--- src/rtl/fa_pkg.sv ---
// Shared defaults and helpers for the frequency/amplitude regulator.
package fa_pkg;

  localparam int W_DEF         = 3;
  localparam int F_INIT_DEF    = 4;
  localparam int A_INIT_DEF    = 4;
  localparam int DECAY_CYC_DEF = 4;

  // The decay counter runs 0..cyc-1, so clog2(cyc) bits suffice; keep at least one bit.
  function automatic int dc_width(input int cyc);
    int w;
    w = $clog2(cyc);
    return (w < 1) ? 1 : w;
  endfunction

endpackage

--- src/rtl/edge_det.sv ---
// Rising-edge detector: one history flop, rise is high for the cycle the input first samples 1.
module edge_det #(
  parameter logic RST_VAL = 1'b1
) (
  input  logic clk_i,
  input  logic reset_i,
  input  logic in_i,
  output logic rise_o
);

  logic hist_q;

  always_ff @(posedge clk_i or posedge reset_i) begin
    if (reset_i) hist_q <= RST_VAL;
    else         hist_q <= in_i;
  end

  assign rise_o = in_i & ~hist_q;

endmodule

--- src/rtl/fa_regulator.sv ---
// Frequency/amplitude regulator: edge-triggered up/down counters, f latches at zero,
// a then decays every DECAY_CYC cycles until the block is stopped and awaits a start.
module fa_regulator
  import fa_pkg::*;
#(
  parameter int W         = W_DEF,
  parameter int F_INIT    = F_INIT_DEF,
  parameter int A_INIT    = A_INIT_DEF,
  parameter int A_MAX     = 2**W - 1,
  parameter int DECAY_CYC = DECAY_CYC_DEF
) (
  input  logic         clk,
  input  logic         reset,
  input  logic         f_up,
  input  logic         f_down,
  input  logic         a_up,
  input  logic         a_down,
  input  logic         start,
  output logic [W-1:0] f,
  output logic [W-1:0] a,
  output logic         f_zero,
  output logic         a_zero,
  output logic         f_at_max,
  output logic         a_at_max,
  output logic         stopped
);

  localparam int             DCW      = dc_width(DECAY_CYC);
  localparam logic [W-1:0]   F_INIT_V = W'(F_INIT);
  localparam logic [W-1:0]   A_INIT_V = W'(A_INIT);
  localparam logic [W-1:0]   A_MAX_V  = W'(A_MAX);
  localparam logic [DCW-1:0] DC_LAST  = DCW'(DECAY_CYC - 1);

  if (F_INIT > 2**W - 1 || A_INIT > A_MAX || A_MAX > 2**W - 1 || DECAY_CYC < 1) begin : g_param_err
    $error("fa_regulator: illegal parameter combination");
  end

  // Request bits: 0 f_up, 1 f_down, 2 a_up, 3 a_down, 4 start.
  logic [4:0] req_lvl;
  logic [4:0] req_ev;
  assign req_lvl = {start, a_down, a_up, f_down, f_up};

  for (genvar i = 0; i < 5; i++) begin : g_edge
    edge_det #(.RST_VAL(1'b1)) u_edge_det (
      .clk_i  (clk),
      .reset_i(reset),
      .in_i   (req_lvl[i]),
      .rise_o (req_ev[i])
    );
  end

  logic [W-1:0]   f_q, f_d;
  logic [W-1:0]   a_q, a_d;
  logic [DCW-1:0] dc_q, dc_d;
  logic           decay_active, decay_tick, a_inc, a_dec;

  assign f_zero   = (f_q == '0);
  assign a_zero   = (a_q == '0);
  assign f_at_max = (f_q == '1);
  assign a_at_max = (a_q == A_MAX_V);
  assign stopped  = f_zero && a_zero;

  assign decay_active = f_zero && !a_zero;
  assign decay_tick   = decay_active && (dc_q == DC_LAST);
  // a_up is meaningless once f has latched at zero; decay ticks only exist then.
  assign a_inc        = req_ev[2] && !f_zero;
  assign a_dec        = req_ev[3] || decay_tick;

  always_comb begin
    f_d  = f_q;
    a_d  = a_q;
    dc_d = dc_q;
    if (req_ev[4] && stopped) begin
      f_d  = F_INIT_V;
      a_d  = A_INIT_V;
      dc_d = '0;
    end else begin
      if (!f_zero) begin
        if (req_ev[0] && !req_ev[1] && !f_at_max) f_d = f_q + W'(1);
        else if (req_ev[1] && !req_ev[0])         f_d = f_q - W'(1);
      end
      if (a_inc && !a_dec) begin
        if (!a_at_max) a_d = a_q + W'(1);
      end else if (a_dec && !a_inc) begin
        if (!a_zero) a_d = a_q - W'(1);
      end
      dc_d = (!decay_active || decay_tick) ? '0 : dc_q + DCW'(1);
    end
  end

  always_ff @(posedge clk or posedge reset) begin
    if (reset) begin
      f_q  <= F_INIT_V;
      a_q  <= A_INIT_V;
      dc_q <= '0;
    end else begin
      f_q  <= f_d;
      a_q  <= a_d;
      dc_q <= dc_d;
    end
  end

  assign f = f_q;
  assign a = a_q;

endmodule

--- config.mk ---
export PLATFORM = sky130hd
export DESIGN_NAME = fa_regulator
export DESIGN_NICKNAME = d
export VERILOG_FILES = /design/src/rtl/fa_pkg.sv /design/src/rtl/edge_det.sv /design/src/rtl/fa_regulator.sv
export SDC_FILE = /design/constraint.sdc
export NUM_CORES = 1
export LEC_CHECK = 0
export CAP_MARGIN = 40
export CORE_MARGIN = 4
export CORE_UTILIZATION = 40
export DETAILED_ROUTE_END_ITERATION = 16
export GPL_TIMING_DRIVEN = 0
export HOLD_SLACK_MARGIN = 0.1
export PLACE_DENSITY_LB_ADDON = 0.3
export REMOVE_ABC_BUFFERS = 1
export SYNTH_ARGS = -nofsm -noshare
export SYNTH_HDL_FRONTEND = slang
export SYNTH_SLANG_ARGS = --single-unit
--- constraint.sdc ---
create_clock -name clk -period 1.7 [get_ports clk]
set_clock_uncertainty 0.1 [all_clocks]
set_input_delay 0.34 -clock clk [delete_from_list [all_inputs] [get_ports clk]]
set_output_delay 0.34 -clock clk [all_outputs]
set_load 0.05 [all_outputs]
==> out/metrics.yaml <==
sta:
  period_share: 1.10
  tightest_slew_ps: 488
  fmax_mhz: 534
  holdWs_ps: 211
  setup_violations: 4
  setup_slack_ps: -171
  timing.slew.headroom: 0.674
  slew_violations: 0
  grt_setup_unrepaired: "yes"
  period_needed_ps: 1870
  finalHoldViolations: 0
synth:
  synth_common_cells: "7 x dfstp_2, 6 x dfrtp_1, 5 x inv_1, 4 x a21oi_1, 4 x nor2_1"
  synthMostInstantiatedCell: "dfstp_2"
  synth_top_area_frac: 0.266
  ys_ff_latch: 13
  netlist_instances: 59
  synth_ff_type: "dfstp_2"
  yosys_warnings: 0
  synth.area.top_cells: "dfstp_2 27%, dfrtp_1 22%, fa_1 5.8%, xnor2_1 3.8%, a21oi_1 2.9%"
  synth.avg_cell_area_um2: 11.7
  yosysTopAreaCell: "dfstp_2"
  synthArstFlopShare: 1.00
  synth_seq_area_share: 0.483
  synth_edf_count: 0
  synth_cell_types: 30
  syn_area_um2: 692
die:
  num_rows: 14
  die_area_um2: 2460
  die_w_um: 49.6
  start_util: 0.439
  die-height_um: 49.6
  core_area_um2: 1580
  ios: 18
clocking:
  clk_latency_ps: 270
  cts_tree: "done"
  root_buffer: "clkbuf_4"
  cts_buffers: 3
  holdBufCountCts: 0
  htreeDepth: 1
  ctsLongestPathBuffers: 2
  clkTransAtPathRegs_ps: 80
  clock-sinks: 13
hold_path:
  hold_path_class: "in -> reg"
  min_from: "a_down"
critical_path:
  cp-endpoint: "f[2]$_DFFE_PP1P_"
  r2r_setup_slack_ps: -170
  criticalPathCategory: "reg -> reg"
  crit_fanout: 3
  required_ps: 1800
  r2r_end: "f[2]$_DFFE_PP1P_"
  setup.worst_path.start_class: "register"
  path_cells: "and3_4 > nand3b_4 > inv_2 > fa_2 > xnor2_2 > buf_4 > a22oi_2"
  crit_slowest_cell: "dfstp_2"
  rr_worst_depth: 7
  critPathArrivalTime_ps: 1980
  crit_start: "f[2]$_DFFE_PP1P_"
  timing.rr.start: "f[2]$_DFFE_PP1P_"
  slowest_delay_ps: 550
  endpoint_kind: "register"
grt:
  grt-ovfl-total: 0
  met3_usage: 0.0392
  grt_pass1_wl_um: 2430
  met2_usage: 0.207
  grt-busiest-layer: "met2"
  grt_usage: 0.129
  first_global_vias: 549
  met1_usage: 0.159
  grt_antenna_before_repair: 0
  grt_max_degree: 14
finish:
  diodes: 0
  utilization: 0.705
  area_growth_pct: 60.6
  layout.nets: 106
  drive_gt1_frac: 0.663
  final_area_um2: 1110
pwr:
  clkPwrFrac: 0.092
  leakagePower_nw: 0.521
  p_int_mw: 1.11
  pwr-share-comb: 0.653
  swShare: 0.475
  p_sw_mw: 0.999
  power-per-cell-area_nw_per_um2: 1890
  p_seq_frac: 0.255
  vdd_drop_max_mv: 1.20
route:
  wl_per_cell_um: 13.5
  avgViaCountPerCell: 4.94
  drc: 0
  route.vias.total: 548
  drt_wl_total_um: 1500
  dr.pass1.iters: 3
  drt_iter0_markers: 7
  detail-route-antenna-nets: 0
placed_design:
  dpl_worst_slack_ps: -498
  hpwl_um: 950
  place_area_um2: 882
  gp_congestion: 0.727
  numPortBuffers: 17
status:
  violations: "setup timing"
  status: "complete, but fails checks"
run:
  cap_violations: 0
layout by cell type, fill, tap and decap left out, types with 2 or more instances in the layout:
cell,instances
a22oi_2,2
nor2_1,2
dlygate4sd2_1,4
clkdlybuf4s15_2,3
nor2_2,2
clkdlybuf4s50_1,4
buf_6,3
buf_8,3
dfstp_2,7
nor3_4,2
a21oi_1,3
fa_2,2
mux2i_1,2
dfrtp_1,4
inv_2,5
xnor2_1,2
dfrtp_2,2
buf_4,14
inv_1,3
clkbuf_4,3
cell type report:
| cell class | count | area [um2] |
|---|---|---|
| flip-flops and latches | 13 | 337 |
| clock buffers | 4 | 26.3 |
| well taps | 16 | 20.0 |
| inverters | 9 | 36.3 |
| repair buffers | 32 | 298 |
| multi-input cells | 37 | 394 |
| fillers | 113 | 465 |
worst max-delay path: cells and delay by family, from the launching register on:
| family | cells | cell delay (ps) |
|---|---|---|
| AO/OA/AOI/OAI | 1 | 150 |
| XOR/XNOR | 1 | 150 |
| adder cells (fa/ha/maj) | 1 | 350 |
| buffers and inverters | 2 | 180 |
| flip-flops | 1 | 550 |
| AND/OR/NAND/NOR | 2 | 320 |
sequential cells by signal (all words and copies together) (netlist names):
register / cells
a: 3
dc_q: 2
f: 3
g_edge.u_edge_det.hist_q: 5
power groups by stage:
stage / clock, mW / combinational, mW / sequential, mW
4_1_cts: 0.195 / 1.19 / 0.526
3_3_place_gp: 0 / 1.06 / 0.532
6_report: 0.194 / 1.38 / 0.536
5_1_grt: 0.216 / 1.45 / 0.552
3_5_place_dp: 0 / 1.09 / 0.530
2_1_floorplan: 0 / 0.526 / 0.777
timing repair:
| item | in CTS | in global routing |
|---|---|---|
| buffers inserted | 9 | 6 |
| setup endpoints to repair | 15 | 9 |
| pin swaps | 5 | 4 |
| gates resized for setup | 59 | 18 |
stage by stage:
step | power, mW | TNS [ps] | std cells
5_1_grt | 2.22 | -727 | 111
4_1_cts | 1.91 | -392 | 105
3_3_place_gp | 1.59 | -3490 | 92
2_1_floorplan | 1.30 | -3130 | 59
6_report | 2.11 | -351 | 111
3_5_place_dp | 1.62 | -3630 | 92
logic make-up after synthesis:
logic type      Yosys count  share of synthesized area
compound gates            8                     0.0886
flops                    13                      0.483
fa+ha+maj                 3                     0.0759
mux                       3                     0.0452
buf+inv                   9                     0.0524
simple gates             20                      0.217
xor+xnor                  3                     0.0380
worst min-delay path by stage:
stage                                       endpoint  slack, ps  cells past startpoint
6_report       g_edge[3].u_edge_det.hist_q$_DFF_PP1_        210                      1
5_1_grt        g_edge[3].u_edge_det.hist_q$_DFF_PP1_        220                      1
4_1_cts        g_edge[3].u_edge_det.hist_q$_DFF_PP1_        210                      1
3_5_place_dp                       dc_q[0]$_DFF_PP0_        340                      1
3_3_place_gp                       dc_q[0]$_DFF_PP0_        330                      1
2_1_floorplan                       a[0]$_DFFE_PP0P_        110                      1
per-layer routing:
metal / up-vias / routed length, um
li1: 270 / -
met1: 256 / 622
met2: 17 / 767
met3: 5 / 94
met4: 0 / 19
met5: - / 0
(Power assumes the default switching activity.)
